[config.mk]
export PLATFORM = sky130hd
export DESIGN_NAME = micro_sequencer
export DESIGN_NICKNAME = d
export VERILOG_FILES = /design/src/rtl/micro_sequencer.sv
export SDC_FILE = /design/constraint.sdc
export NUM_CORES = 1
export LEC_CHECK = 0
export CORE_AREA = 2 2 83 85
export DETAILED_ROUTE_END_ITERATION = 12
export DIE_AREA = 0 0 85 87
export PLACE_DENSITY = 0.52
export REMOVE_ABC_BUFFERS = 1
export SLEW_MARGIN = 20
export SYNTH_ARGS = -nofsm -noshare
export SYNTH_HDL_FRONTEND = slang
export SYNTH_SLANG_ARGS = --single-unit
export TNS_END_PERCENT = 100
[constraint.sdc]
create_clock -name clk -period 2.4 [get_ports clk]
set_input_delay 0.6 -clock clk [delete_from_list [all_inputs] [get_ports clk]]
set_output_delay 0.6 -clock clk [all_outputs]
set_load 0.05 [all_outputs]
[src/rtl/micro_sequencer.sv]
// micro_sequencer: 32-step microcode sequencer driving an accumulator datapath.
// A program is fetched from an external ROM at rom_addr and executed one op per
// enabled cycle until HALT, TRAP or the last address completes.
// Optional build feature: define MSEQ_SKIPZ_EN to decode op 1001 as SKIPZ
// (skip the next op when acc == 0); otherwise 1001 is a NOP.
module micro_sequencer #(
    parameter int unsigned DATA_W = 8
) (
    input  logic              clk,
    input  logic              rst_n,
    input  logic              ena,
    input  logic              start,
    output logic [4:0]        rom_addr,
    input  logic [3:0]        rom_data,
    input  logic [DATA_W-1:0] din,
    output logic [DATA_W-1:0] dout,
    output logic              dout_valid,
    output logic              busy,
    output logic              done,
    output logic              err
);

    localparam logic [3:0] OpLoad = 4'b0001;
    localparam logic [3:0] OpHalt = 4'b0010;
    localparam logic [3:0] OpShl  = 4'b0011;
    localparam logic [3:0] OpInc  = 4'b0100;
    localparam logic [3:0] OpAdd  = 4'b0101;
    localparam logic [3:0] OpShr  = 4'b0110;
    localparam logic [3:0] OpDec  = 4'b0111;
    localparam logic [3:0] OpOut  = 4'b1000;
`ifdef MSEQ_SKIPZ_EN
    localparam logic [3:0] OpSkipz = 4'b1001;
`endif
    localparam logic [3:0] OpTrap = 4'b1111;

    localparam logic [DATA_W-1:0] AccOne = {{(DATA_W-1){1'b0}}, 1'b1};

    typedef enum logic [1:0] {
        StIdle,
        StRun,
        StDone
    } state_e;

    state_e            state_q;
    logic [4:0]        pc_q;
    logic [DATA_W-1:0] acc_q;

    logic [DATA_W-1:0] acc_d;
    logic [5:0]        pc_step;  // one bit wider so stepping past address 31 is visible
    logic [4:0]        pc_d;
    logic              stop_op;
    logic              trap_op;
    logic              out_op;
    logic              finish;

    assign rom_addr = pc_q;

    // Decode the current micro-op into the next accumulator value and control effects
    always_comb begin
        acc_d   = acc_q;
        pc_step = {1'b0, pc_q} + 6'd1;
        stop_op = 1'b0;
        trap_op = 1'b0;
        out_op  = 1'b0;
        case (rom_data)
            OpLoad:  acc_d = din;
            OpHalt:  stop_op = 1'b1;
            OpShl:   acc_d = acc_q << 1;
            OpInc:   acc_d = acc_q + AccOne;
            OpAdd:   acc_d = acc_q + din;
            OpShr:   acc_d = acc_q >> 1;
            OpDec:   acc_d = acc_q - AccOne;
            OpOut:   out_op = 1'b1;
`ifdef MSEQ_SKIPZ_EN
            OpSkipz: begin
                if (acc_q == '0) begin
                    pc_step = {1'b0, pc_q} + 6'd2;
                end
            end
`endif
            OpTrap:  trap_op = 1'b1;
            default: ;
        endcase
        // pc never wraps: running off the end finishes the program with pc parked at 31
        pc_d   = pc_step[5] ? 5'd31 : pc_step[4:0];
        finish = stop_op | trap_op | pc_step[5];
    end

    // Sequencer FSM with registered status outputs; everything freezes while ena is low
    always_ff @(posedge clk or negedge rst_n) begin
        if (!rst_n) begin
            state_q    <= StIdle;
            pc_q       <= '0;
            acc_q      <= '0;
            dout       <= '0;
            dout_valid <= 1'b0;
            busy       <= 1'b0;
            done       <= 1'b0;
            err        <= 1'b0;
        end else if (ena) begin
            dout_valid <= 1'b0;
            case (state_q)
                StIdle: begin
                    if (start) begin
                        state_q <= StRun;
                        busy    <= 1'b1;
                        pc_q    <= '0;
                        err     <= 1'b0;
                    end
                end
                StRun: begin
                    acc_q <= acc_d;
                    pc_q  <= pc_d;
                    if (out_op) begin
                        dout       <= acc_q;
                        dout_valid <= 1'b1;
                    end
                    if (trap_op) begin
                        err <= 1'b1;
                    end
                    if (finish) begin
                        state_q <= StDone;
                        busy    <= 1'b0;
                        done    <= 1'b1;
                    end
                end
                StDone: begin
                    state_q <= StIdle;
                    done    <= 1'b0;
                end
                default: begin
                    state_q <= StIdle;
                    busy    <= 1'b0;
                    done    <= 1'b0;
                end
            endcase
        end
    end

endmodule

==> results of run 1 <==
power by group:
part           total (mW)  internal, mW  switching, mW
sequential          0.840         0.632          0.208
combinational        1.44         0.640          0.798
clock               0.259         0.119          0.140
total                2.54          1.39           1.15
registers in the layout, indices dropped and copies added, names as in the netlist:
name,flops
dout_valid,1
err,1
done,1
rom_addr,5
state_q,2
dout,8
busy,1
acc_q,8
how the worst max path moves through the flow:
stage | slack, ns | cells after the start | startpoint | end
finish | 0.02 | 14 | din[0] | acc_q[6]$_DFFE_PN0P_
global route | -0.1 | 13 | din[0] | acc_q[5]$_DFFE_PN0P_
CTS | 0.003 | 11 | din[4] | acc_q[6]$_DFFE_PN0P_
detailed placement | -0.77 | 13 | din[0] | acc_q[6]$_DFFE_PN0P_
global placement | -0.75 | 13 | din[0] | acc_q[6]$_DFFE_PN0P_
floorplan | -0.17 | 12 | din[0] | acc_q[6]$_DFFE_PN0P_
cell type report:
type                       instances  area, um2
multi-input combinational        160       1226
sequential                        27      675.6
clock buffer                       4      45.04
timing repair buffer              81      680.7
tap                               80      100.1
inverter                          10      37.54
fill                             653       3804
layout by cell type, fill, tap and decap left out, types with 2 or more instances in the layout:
cell type	count
xor2_1	6
a21oi_1	18
a22oi_1	2
o211ai_1	4
inv_2	4
ha_1	8
o21a_1	3
dfrtp_1	27
o221a_2	2
a21oi_2	2
buf_4	44
clkbuf_8	3
buf_2	5
nor3_1	3
buf_6	8
and2_1	2
clkdlybuf4s50_1	22
o21ai_1	2
a21o_1	2
nand4_1	2
nor2_1	10
nor3b_2	3
mux2i_1	2
nand2_1	25
inv_1	6
mux2_2	2
o21ai_0	12
a41oi_1	3
nand3b_1	2
mux2_4	3
nand3_1	4
and3_1	2
nor2b_4	2
a221oi_1	2
xnor2_1	3
metal layers:
metal | GRT usage (%) | vias to the layer above | wire length (um)
met5 | 0 | - | 0
met4 | 5.339 | 0 | 70
met3 | 1.422 | 4 | 162
met2 | 24.22 | 36 | 2410
met1 | 18.34 | 824 | 2309
li1 | - | 909 | -
worst reg2reg max path, delay by kind of cell (launching register included):
kind	cells	cell delay, ns
DFF	1	0.38
adders and majority gates	2	0.55
and+or+nand+nor	2	0.23
buffers and inverters	2	0.22
AOI/OAI and AO/OA	5	0.55
synthesized netlist by cell type (2+ instances only):
library cell / n / area, um2
a21oi_1: 20 / 100.1
a41oi_1: 3 / 26.28
mux2i_1: 2 / 20.02
inv_1: 10 / 37.54
nand3b_1: 2 / 15.01
a21o_1: 2 / 15.01
buf_6: 2 / 22.52
ha_1: 10 / 125.1
o21ai_0: 14 / 70.07
nand3_1: 4 / 20.02
mux2_2: 2 / 22.52
nand4_1: 2 / 12.51
and2_1: 2 / 12.51
a22oi_1: 2 / 15.01
nor3b_2: 2 / 25.02
a221oi_1: 2 / 17.52
mux2_4: 3 / 45.04
nor2_1: 10 / 37.54
nor2b_1: 2 / 12.51
and3_1: 2 / 12.51
buf_2: 3 / 15.01
o221a_2: 2 / 22.52
xnor2_1: 4 / 35.03
dfrtp_1: 27 / 675.7
xor2_1: 6 / 52.55
clkbuf_1: 2 / 7.510
o211ai_1: 4 / 30.03
nand2_1: 27 / 101.4
nor3_1: 4 / 20.02
o21a_1: 3 / 22.52
per-stage QoR:
stage / setup TNS (ns) / power [mW] / util [%] / instances
CTS: 0 / 2.526 / 40.99 / 358
finish: 0 / 2.537 / 42.10 / 362
detailed placement: -4.078 / 2.197 / 38.29 / 342
global placement: -3.907 / 2.189 / 38.29 / 342
floorplan: -0.2788 / 1.689 / - / 197
global route: -0.1835 / 2.724 / 42.10 / 362
kinds of logic after synthesis:
group	after synthesis
simple gates	68
fa+ha+maj	11
mux	7
compound gates	64
buf+inv	18
xor+xnor	10
flops	27
timing repair:
action / 4_1_cts / 5_1_grt
resized for setup: 57 / 16
pin swaps: 26 / 20
hold buffers: 0 / 0
endpoints found under the setup margin: 7 / 4
endpoints found under the hold margin: 0 / 0
buffers inserted: 12 / 5
==> flow_summary.ini, run 1 <==
[clocking]
cts_tree = yes
cts_buffers = 3
root_buffer = clkbuf_8
clk_pin_slew_ns = 0.10
clk_path_buf_depth = 2
cts-htree-levels = 1
numClockSinks = 27
clkLatencyLatePin_ns = 0.27

[floorplanning]
io_pins = 33
die_w_um = 85
core_um2 = 6569
die-area_um2 = 7395
die_h_um = 87
fp-row-count = 30
initial_core_util_pct = 28.91

[global_route]
grt_max_degree = 28
grt_pass1_vias = 1783
grt_pass1_wl_um = 8438
antenna_found_initial = 0
grt_use_total_pct = 14.11
gr-total-overflow = 0

[logic_synthesis]
synth_mux_area_share_pct = 4.611
avgSynthCellArea_um2 = 9.265
synth_compound_area_share_pct = 22.53
synth_edf_count = 0
syn-cell-area_um2 = 1899
async_reset_ff_share_pct = 100.0
yosys.area_share.adder_pct = 7.642
netlist_instances = 205
ys_seq_elements = 27
synth_top_flop_cell = dfrtp_1
synthSimpleGateAreaFrac_pct = 20.29
ys_warn_count = 0
synthXorXnorAreaFrac_pct = 4.611
ys_seq_area_share_pct = 35.57
synthDistinctLibCells = 55
synth_top_family_by_area = compound AO/OA/AOI/OAI gates

[sta]
final_hold_viol_count = 0
slew_headroom_pct = 66.45
period_share_pct = 99.00
maxSlewViolCount = 0
period_needed_ns = 2.376
worst_slack_ns = 0.02396
worst_slew_pin_slew_ns = 0.5017
setup_viol = 0
max_clock_freq_mhz = 420.9
whs_ns = 0.4844
rsz0062_at_grt = true
finalClockSkew_ns = 0.008931

[layout]
design_area_um2 = 2765
syn_to_final_growth_pct = 45.59
diodes = 0
drive_gt1_share_pct = 33.33
nets = 310

[critical_path]
crit_path_cell_trace = buf_6 > buf_6 > nor3_4 > buf_4 > nor3b_2 > xnor2_1 > a21oi_1 > ha_1 > nor2_1 > mux2i_1 > nor2_1 > nor4_2 > o21ai_1 > o221a_2
critPathBufInv = 3
cpLargestDelayFamily = simple AND/OR/NAND/NOR gates
cp-end-kind = flop
r2r_start = acc_q[0]$_DFFE_PN0P_
cpPeakStageDelay_ns = 0.30
reg2reg_depth = 11
critPathMaxFanout = 3
worst_ep_arrival_time_ns = 2.55
ff2ff_setup_slack_ns = 0.44
slowest_stage = ha_1
worstSetupPathType = input pin to flop
crit_path_start_kind = input pin
required_ns = 2.57
rr_endpoint = acc_q[6]$_DFFE_PN0P_

[place]
dpl.hpwl_um = 3782
io_buffers = 32
routabilityCongestion = 0.8884
placed_cell_area_um2 = 2515
dp_slack_ns = -0.7705

[drt]
first_iter_violations = 55
drcViolationCount = 0
vias = 1773
routed_wl_um = 4953
drtAntennaViolNets = 0
post_drt_wl_per_cell_um = 13.68
vias_per_cell = 4.898
first_pass_iters = 4

[pwr]
power.leakage_nw = 1.271
pwr_density_cell_nw_per_um2 = 917.4
ir_worst_vdd_mv = 0.5317

[run]
drv_cap = 0

[status]
outcome = complete, no violations

[hold_path]
hold_path_class = flop to flop
hp-start = dout[0]$_DFFE_PN0P_
hold_end = dout[0]$_DFFE_PN0P_
whs_path_depth = 2
(Power assumes the default switching activity.)
==> run 2: changes to the inputs <==
--- a/config.mk
+++ b/config.mk
@@ -8,6 +8,7 @@
 export CORE_AREA = 2 2 83 85
 export DETAILED_ROUTE_END_ITERATION = 12
 export DIE_AREA = 0 0 85 87
+export MAX_ROUTING_LAYER = met4
 export PLACE_DENSITY = 0.52
 export REMOVE_ABC_BUFFERS = 1
 export SLEW_MARGIN = 20
==> run 2 against run 1 <==
Sequential cell count unchanged. Highest routed layer unchanged. Routed wire length down 0.50%. Non-clock buffer count unchanged. Critical path type unchanged. Design area unchanged. Clock skew about the same.
==> flow_summary.ini, run 2 (synthesis results as in run 1) <==
[place]
io_buffers = 32
dp_slack_ns = -0.7705
routabilityCongestion = 0.9034
dp.cells = 342
dpl.hpwl_um = 3782

[layout]
diodes = 0
drive_gt1_share_pct = 33.33
instances_no_fill = 362
syn_to_final_growth_pct = 45.59
post-route-util_pct = 42.10
nets = 310
final_cell_mix = buf_4, dfrtp_1, nand2_1
final_common_cell = buf_4

[sta]
whs_ns = 0.4845
maxSlewViolCount = 0
worst_slew_pin_slew_ns = 0.5017
worst_slack_ns = 0.02257
finalClockSkew_ns = 0.008525
period_share_pct = 99.06
max_clock_freq_mhz = 420.6
final_hold_viol_count = 0
final.setup.tns_ns = 0
setup_viol = 0
rsz0062_at_grt = true
period_needed_ns = 2.377
slew_headroom_pct = 66.45

[floorplanning]
io_pins = 33
die-area_um2 = 7395
core_um2 = 6569
die_h_um = 87
fp-row-count = 30
initial_core_util_pct = 28.91
die_w_um = 85

[clocking]
cts_buffers = 3
numClockSinks = 27
clkLatencyLatePin_ns = 0.27
root_buffer = clkbuf_8
cts_tree = yes
clk_path_buf_depth = 2
postCtsHoldBufs = 0
cts-htree-levels = 1
clk_pin_slew_ns = 0.10

[hold_path]
hp-start = dout[0]$_DFFE_PN0P_
hold_path_class = flop to flop

[drt]
first_pass_iters = 4
post_drt_wl_per_cell_um = 13.61
routed_wl_um = 4928
vias_per_cell = 4.895
vias = 1772
drcViolationCount = 0
drtAntennaViolNets = 0
first_iter_violations = 50

[run]
drv_cap = 0

[pwr]
pwr_density_cell_nw_per_um2 = 916.5
ir_worst_vdd_mv = 0.5317
power.leakage_nw = 1.271

[critical_path]
critPathLaunch = din[0]
worst_ep_arrival_time_ns = 2.55
critPathMaxFanout = 3
crit_path_start_kind = input pin
cp-end-kind = flop
worstSetupPathType = input pin to flop
required_ns = 2.57
r2r_start = acc_q[0]$_DFFE_PN0P_

[global_route]
gr-total-overflow = 0
grt_max_degree = 28
antenna_found_initial = 0
grt_pass1_wl_um = 8397
grt_pass1_vias = 1789
grt_use_total_pct = 14.46

[status]
outcome = complete, no violations
## run 2: cell counts in the layout (fill, tap and decap cells not counted)
Identical to the previous run, type by type.
## run 2: final timing paths
check,slack [ns],to,depth (start not counted)
max,0.02,acc_q[6]$_DFFE_PN0P_,14
min,0.48,dout[0]$_DFFE_PN0P_,2
max reg2reg,0.44,acc_q[6]$_DFFE_PN0P_,11
min reg2reg,0.48,dout[0]$_DFFE_PN0P_,2
max in group asynchronous,1.43,done$_DFFE_PN0P_,2
min in group asynchronous,0.71,dout[5]$_DFFE_PN0P_,2
## run 2: layout make-up
cell class | count | area, um2
flip-flops and latches | 27 | 675.6
well taps | 80 | 100.1
fillers | 653 | 3804
multi-input cells | 160 | 1226
inverters | 10 | 37.54
clock buffers | 4 | 45.04
repair buffers | 81 | 680.7
## run 2: power breakdown
| group | internal (mW) | leakage, nW | switching [mW] | total (mW) |
|---|---|---|---|---|
| clock | 0.119 | 0.0228 | 0.141 | 0.259 |
| combinational | 0.640 | 0.910 | 0.797 | 1.44 |
| sequential | 0.632 | 0.338 | 0.206 | 0.838 |
## run 2: per-stage QoR
stage	area (um2)	power (mW)
3_5_place_dp	2515	2.197
4_1_cts	2693	2.526
2_1_floorplan	1847	1.689
3_3_place_gp	2515	2.189
6_report	2765	2.534
5_1_grt	2765	2.723
## run 2: critical path, stage by stage
cell     delay (ns)
buf_6          0.10
buf_6          0.12
nor3_4         0.20
buf_4          0.13
nor3b_2        0.17
xnor2_1        0.13
a21oi_1        0.08
ha_1           0.30
nor2_1         0.04
mux2i_1        0.17
nor2_1         0.08
nor4_2         0.19
o21ai_1        0.11
o221a_2        0.13
## run 2: timing repair
action | CTS | global route
endpoints found under the hold margin | 0 | 0
pin swaps | 26 | 20
setup endpoints to repair | 7 | 4
buffers inserted | 12 | 5
gates resized for setup | 57 | 16
## run 2: metal layers
| layer | track usage (%) | share of wire [%] | vias up |
|---|---|---|---|
| li1 | - | - | 909 |
| met1 | 18.11 | 47 | 825 |
| met2 | 24.29 | 48 | 32 |
| met3 | 1.422 | 2.8 | 6 |
| met4 | 5.339 | 1.4 | 0 |
| met5 | - | 0 | - |
